## src/rtl/mc_pkg.sv

```systemverilog
// Shared types and constants for the multicycle controller: state encoding,
// instruction opcodes, R-type funct codes and ALU operation codes.
package mc_pkg;

    // Instruction opcodes (instr[31:26])
    localparam logic [5:0] OP_LW_C    = 6'b010101;
    localparam logic [5:0] OP_SW_C    = 6'b010100;
    localparam logic [5:0] OP_RTYPE_C = 6'b000000;

    // R-type funct codes (instr[5:0])
    localparam logic [5:0] FN_ADD = 6'b100000;
    localparam logic [5:0] FN_SUB = 6'b100010;
    localparam logic [5:0] FN_AND = 6'b100100;
    localparam logic [5:0] FN_OR  = 6'b100101;
    localparam logic [5:0] FN_SLT = 6'b101010;

    // ALU operation codes
    localparam logic [2:0] ALU_ADD = 3'b010;
    localparam logic [2:0] ALU_SUB = 3'b110;
    localparam logic [2:0] ALU_AND = 3'b000;
    localparam logic [2:0] ALU_OR  = 3'b001;
    localparam logic [2:0] ALU_SLT = 3'b111;

    typedef enum logic [3:0] {
        S_IDLE    = 4'd0,
        S_FETCH   = 4'd1,
        S_DECODE  = 4'd2,
        S_MEMADR  = 4'd3,
        S_MEMRD   = 4'd4,
        S_MEMWB   = 4'd5,
        S_MEMWR   = 4'd6,
        S_EXEC    = 4'd7,
        S_ALUWB   = 4'd8,
        S_ILLEGAL = 4'd9
    } state_t;

    // Final state of an instruction: done pulses here and a new start is accepted.
    function automatic logic is_done_state(input state_t s);
        return (s == S_MEMWB) || (s == S_MEMWR) || (s == S_ALUWB) || (s == S_ILLEGAL);
    endfunction

endpackage

```

## src/rtl/multicycle_controller_alu_decoder.sv

```systemverilog
// Combinational R-type funct decoder: maps funct to an ALU operation code and
// flags whether the funct is one the datapath supports.
module alu_decoder
    import mc_pkg::*;
(
    input  logic [5:0] funct_i,
    output logic [2:0] alu_control_o,
    output logic       funct_ok_o
);

    // Table lookup; unsupported functs report funct_ok_o = 0 and a neutral code.
    always_comb begin
        alu_control_o = ALU_AND;
        funct_ok_o    = 1'b1;
        case (funct_i)
            FN_ADD:  alu_control_o = ALU_ADD;
            FN_SUB:  alu_control_o = ALU_SUB;
            FN_AND:  alu_control_o = ALU_AND;
            FN_OR:   alu_control_o = ALU_OR;
            FN_SLT:  alu_control_o = ALU_SLT;
            default: funct_ok_o    = 1'b0;
        endcase
    end

endmodule

```

## src/rtl/multicycle_controller.sv

```systemverilog
// Multicycle control FSM for the shared register file / ALU / data memory
// datapath. Executes one lw, sw or R-type instruction per start/done
// transaction and counts retired (legal) instructions.
//
// Handshake: start is a request qualified only in IDLE or in a done cycle;
// when it is accepted, instr is captured into instr_q on that same edge and
// the next instruction begins. start in any other state is ignored. done is
// a single-cycle pulse in the instruction's final state; illegal accompanies
// done when the opcode/funct is unsupported. A start held high through a
// done cycle chains the next instruction with no IDLE bubble.
module multicycle_controller
    import mc_pkg::*;
#(
    parameter logic [5:0] OP_LW    = OP_LW_C,
    parameter logic [5:0] OP_SW    = OP_SW_C,
    parameter logic [5:0] OP_RTYPE = OP_RTYPE_C,
    parameter int         CNT_W    = 16
) (
    input  logic             clk,
    input  logic             rst,
    input  logic             start,
    input  logic [31:0]      instr,
    output logic             busy,
    output logic             done,
    output logic             illegal,
    output logic [31:0]      instr_q,
    output logic             ir_write,
    output logic             reg_write,
    output logic             mem_write,
    output logic             alu_src,
    output logic             reg_dst,
    output logic             mem_to_reg,
    output logic [2:0]       alu_control,
    output logic [CNT_W-1:0] retired_count,
    output state_t           dbg_state_o
);

    localparam logic [CNT_W-1:0] CNT_ONE = {{(CNT_W-1){1'b0}}, 1'b1};
    localparam logic [CNT_W-1:0] CNT_MAX = {CNT_W{1'b1}};

    state_t           state_q, state_d;
    logic [31:0]      ir_q, ir_d;
    logic [CNT_W-1:0] cnt_q, cnt_d;
    logic [5:0]       opcode;
    logic [2:0]       dec_alu;
    logic             dec_ok;
    logic             accept;

    assign opcode        = ir_q[31:26];
    assign instr_q       = ir_q;
    assign retired_count = cnt_q;
    assign dbg_state_o   = state_q;
    assign busy          = (state_q != S_IDLE);
    assign accept        = start && ((state_q == S_IDLE) || is_done_state(state_q));

    alu_decoder u_alu_decoder (
        .funct_i       (ir_q[5:0]),
        .alu_control_o (dec_alu),
        .funct_ok_o    (dec_ok)
    );

    // State, instruction register and retired counter; reset aborts any instruction.
    always_ff @(posedge clk or negedge rst) begin
        if (!rst) begin
            state_q <= S_IDLE;
            ir_q    <= '0;
            cnt_q   <= '0;
        end else begin
            state_q <= state_d;
            ir_q    <= ir_d;
            cnt_q   <= cnt_d;
        end
    end

    // IR capture on accept; saturating count of legal completions.
    always_comb begin
        ir_d  = ir_q;
        cnt_d = cnt_q;
        if (accept) begin
            ir_d = instr;
        end
        if (done && !illegal && (cnt_q != CNT_MAX)) begin
            cnt_d = cnt_q + CNT_ONE;
        end
    end

    // Next-state sequencing: decode on the latched opcode, chain on start in done states.
    always_comb begin
        state_d = state_q;
        case (state_q)
            S_IDLE:   if (start) state_d = S_FETCH;
            S_FETCH:  state_d = S_DECODE;
            S_DECODE: begin
                if ((opcode == OP_LW) || (opcode == OP_SW)) begin
                    state_d = S_MEMADR;
                end else if ((opcode == OP_RTYPE) && dec_ok) begin
                    state_d = S_EXEC;
                end else begin
                    state_d = S_ILLEGAL;
                end
            end
            S_MEMADR: state_d = (opcode == OP_LW) ? S_MEMRD : S_MEMWR;
            S_MEMRD:  state_d = S_MEMWB;
            S_EXEC:   state_d = S_ALUWB;
            S_MEMWB, S_MEMWR, S_ALUWB, S_ILLEGAL: begin
                state_d = start ? S_FETCH : S_IDLE;
            end
            default:  state_d = S_IDLE;
        endcase
    end

    // Moore control outputs decoded from the registered state.
    always_comb begin
        ir_write    = 1'b0;
        reg_write   = 1'b0;
        mem_write   = 1'b0;
        alu_src     = 1'b0;
        reg_dst     = 1'b0;
        mem_to_reg  = 1'b0;
        alu_control = ALU_AND;
        done        = 1'b0;
        illegal     = 1'b0;
        case (state_q)
            S_FETCH: ir_write = 1'b1;
            S_MEMADR, S_MEMRD: begin
                alu_src     = 1'b1;
                alu_control = ALU_ADD;
            end
            S_MEMWB: begin
                // Address path held steady while the loaded word is written back.
                alu_src     = 1'b1;
                alu_control = ALU_ADD;
                reg_write   = 1'b1;
                mem_to_reg  = 1'b1;
                done        = 1'b1;
            end
            S_MEMWR: begin
                alu_src     = 1'b1;
                alu_control = ALU_ADD;
                mem_write   = 1'b1;
                done        = 1'b1;
            end
            S_EXEC: alu_control = dec_alu;
            S_ALUWB: begin
                alu_control = dec_alu;
                reg_dst     = 1'b1;
                reg_write   = 1'b1;
                done        = 1'b1;
            end
            S_ILLEGAL: begin
                done    = 1'b1;
                illegal = 1'b1;
            end
            default: ;
        endcase
    end

endmodule

```

## config.mk

```make
export PLATFORM = sky130hd
export DESIGN_NAME = multicycle_controller
export DESIGN_NICKNAME = d
export VERILOG_FILES = /design/src/rtl/mc_pkg.sv /design/src/rtl/multicycle_controller_alu_decoder.sv /design/src/rtl/multicycle_controller.sv
export SDC_FILE = /design/constraint.sdc
export NUM_CORES = 1
export LEC_CHECK = 0
export BUFFER_PORTS_ARGS = -buffer_cell sky130_fd_sc_hd__buf_2
export CAP_MARGIN = 10
export CORE_ASPECT_RATIO = 0.9
export CORE_MARGIN = 4
export CORE_UTILIZATION = 48
export DETAILED_ROUTE_END_ITERATION = 12
export PLACE_DENSITY = 0.89
export SLEW_MARGIN = 20
export SYNTH_ARGS = -nofsm -noshare
export SYNTH_HDL_FRONTEND = slang
export SYNTH_SLANG_ARGS = --single-unit
export TNS_END_PERCENT = 20
```

## constraint.sdc

```tcl
create_clock -name clk -period 5.12 [get_ports clk]
set_clock_uncertainty 0.05 [all_clocks]
set_input_delay 0.768 -clock clk [delete_from_list [all_inputs] [get_ports clk]]
set_output_delay 0.768 -clock clk [all_outputs]
set_load 0.05 [all_outputs]
```

==> flow_metrics.py <==
metrics = {
    "outcome": {
        "status": "finished, final reports clean",
    },
    "synthesis": {
        "yosysTopAreaCellShare": 0.5358,
        "yosysWarningCount": 0,
        "yosysSeqAreaShare": 0.5358,
        "syn-num-nets": 236,
        "syn_area_per_cell_um2": 12.14,
        "synth.largest_area_cell": "dfrtp_1",
        "synth_cell_types": 40,
        "synth_most_common_cell": "dfrtp_1",
        "synthArstFlopShare": 1.000,
        "synth_flop_cell": "dfrtp_1",
        "ys_ff_latch": 52,
        "mappedNetlistArea_um2": 2429,
        "syn_inst": 200,
        "synthTopCellsByCount": "dfrtp_1, mux2_2, nand2_1",
        "synth_area_leaders": "dfrtp_1, mux2_2, xnor2_1",
        "synth_edf_count": 0,
    },
    "routing": {
        "routedWlPerCell_um": 14.75,
        "antenna_left": 0,
        "vias_per_cell": 5.238,
        "wl_um": 5383,
        "drt-initial-drc-count": 62,
        "vias": 1912,
        "drc_errors": 0,
        "dr.pass1.iters": 4,
    },
    "critical_path": {
        "crit_fanout": 18,
        "rr_startpoint": "dbg_state_o[0]",
        "path_class": "register to output pin",
        "rr_worst_depth": 4,
        "cp.arrival_ns": 2.07,
        "regToRegEndpoint": "instr_q[27]",
        "critPathLaunchType": "register",
        "r2r_slack_ns": 2.32,
        "crit_required_ns": 4.30,
        "end_kind": "output pin",
    },
    "grt": {
        "overflow": 0,
        "antenna_found_initial": 0,
        "grt_max_degree": 53,
        "grt_pass1_wl_um": 8680,
        "first_global_vias": 1838,
        "track_usage": 0.1733,
    },
    "clock_tree": {
        "cts.clk_slew.worst_paths_ns": 0.10,
        "hold_buffers": 0,
        "clock_sinks": 52,
        "cts_buffer_depth": 2,
        "post_cts_resized": 0,
        "post-cts-setup-buffers": 0,
        "cts-root-buf": "clkbuf_8",
        "cts_made_buffers": 5,
        "clock_latency_ns": 0.30,
        "cts-htree-levels": 2,
        "cts_tree": "built",
    },
    "pwr": {
        "p_per_area_nw_per_um2": 765.2,
        "peakVddDrop_mv": 0.4900,
        "leakagePower_nw": 1.508,
    },
    "floorplan": {
        "fp.coreArea_um2": 4865,
        "fp.dieH_um": 75.48,
        "initial_core_util": 0.4992,
        "chipWidth_um": 82.98,
        "rows": 24,
        "boundaryPins": 99,
        "die_area_um2": 6263,
    },
    "placed_design": {
        "dp.cells": 357,
        "gp_congestion": 0.7880,
        "io_buffers": 98,
        "post-place-ws_ns": 2.270,
        "hpwl_um": 4091,
    },
    "finish": {
        "final_util": 0.6301,
        "nNetsFinal": 335,
        "stdcell_count": 365,
        "drive_gt1_frac": 0.4900,
        "diodes": 0,
        "area_growth_pct": 26.22,
    },
    "sta": {
        "timing.final.ws_setup_ns": 2.233,
        "slew_viol_final": 0,
        "setup_tns_ns": 0,
        "hold_viol": 0,
        "fin_crit_ns": 2.887,
        "worstMarginPinSlew_ns": 0.9039,
        "grt_setup_unrepaired": "no",
        "setup-violations-final": 0,
        "fmax_mhz": 346.4,
        "finalCritPeriodShare": 0.5638,
        "slew_headroom": 0.3953,
    },
    "run": {
        "drv_cap": 0,
    },
    "hold_path": {
        "min-delay-start": "instr_q[22]",
        "hold_depth": 1,
        "min_path_type": "register to register",
        "hold_end": "instr_q[22]",
    },
}
==> sequential cells by signal, summed over array words and instances (netlist names) <==
signal,count
instr_q,32
retired_count,16
dbg_state_o,4
==> layout by cell type (no fill, tap or decap), types with 2 or more instances in the layout <==
| cell type | netlist | layout |
|---|---|---|
| a21oi_1 | 5 | 5 |
| nand2b_1 | 4 | 4 |
| o21ai_0 | 3 | 3 |
| nor2_1 | 9 | 9 |
| nand2_1 | 15 | 15 |
| clkbuf_8 | 0 | 5 |
| mux2_1 | 2 | 2 |
| or2_2 | 2 | 2 |
| buf_4 | 1 | 2 |
| o21a_1 | 2 | 2 |
| nand3_1 | 10 | 10 |
| and3_1 | 5 | 5 |
| nor4_1 | 3 | 3 |
| dfrtp_1 | 52 | 52 |
| buf_2 | 1 | 98 |
| nor3_1 | 7 | 7 |
| nand4_1 | 3 | 3 |
| nor2b_1 | 3 | 3 |
| and4_1 | 2 | 2 |
| inv_1 | 3 | 3 |
| xor2_1 | 2 | 2 |
| xnor2_1 | 9 | 9 |
| nor4bb_1 | 2 | 2 |
| a31oi_1 | 4 | 4 |
| mux2_2 | 32 | 32 |
==> power by group <==
group	switching, W	leakage [nW]	internal (W)
sequential	0.000157	0.646	0.000571
combinational	0.000959	0.806	0.000388
clock	0.000126	0.0552	0.000145
total	0.00124	1.51	0.00110
==> worst max-delay path, cell delays in order (launching register included) <==
cell,delay (ns)
dfrtp_1,0.59
nor4b_4,0.43
a31oi_1,0.13
nor2_1,0.16
and3_1,0.19
buf_2,0.27
==> per-stage QoR <==
step | total power [W] | hold slack, ns | area [µm²]
final | 0.002346 | 0.4572 | 3065
after CTS | 0.002369 | 0.4599 | 3065
after global placement | 0.002060 | 0.4226 | 2958
after floorplan | 0.001801 | 0.4224 | 2429
after global routing | 0.002472 | 0.4624 | 3065
after detailed placement | 0.002095 | 0.4380 | 2958
==> metal layers <==
metal / track usage / wire [µm]
met1: 0.2111 / 2242
met2: 0.2980 / 2703
met3: 0.05081 / 391
met4: 0.06715 / 46
met5: 0 / 0
==> worst max path at each step <==
stage | startpoint | endpoint | slack [ns] | cells past startpoint
2_1_floorplan | dbg_state_o[3] | alu_control[0] | 1.51 | 4
3_3_place_gp | dbg_state_o[0] | instr_q[16] | 2.40 | 4
3_5_place_dp | dbg_state_o[0] | instr_q[27] | 2.27 | 4
4_1_cts | dbg_state_o[0] | alu_control[2] | 2.21 | 5
5_1_grt | dbg_state_o[0] | alu_control[2] | 2.08 | 5
6_report | dbg_state_o[0] | alu_control[2] | 2.23 | 5
==> cells by family after synthesis <==
group	synth area share
muxes	0.1577
adders and majority gates	0.005151
and+or+nand+nor	0.1710
AOI/OAI and AO/OA	0.06234
xor gates and xnor gates	0.03967
DFF	0.5358
buffers and inverters	0.02833
==> final cells by class <==
cell class / instances / area [µm²]
Clock inverter: 2 / 35.03
Fill cell: 417 / 1799
Tap cell: 65 / 81.33
Multi-Input combinational cell: 137 / 1059
Clock buffer: 6 / 72.57
Inverter: 3 / 11.26
Timing Repair Buffer: 100 / 505.5
Sequential cell: 52 / 1301
Note: power is estimated with default switching activity, not from simulation.
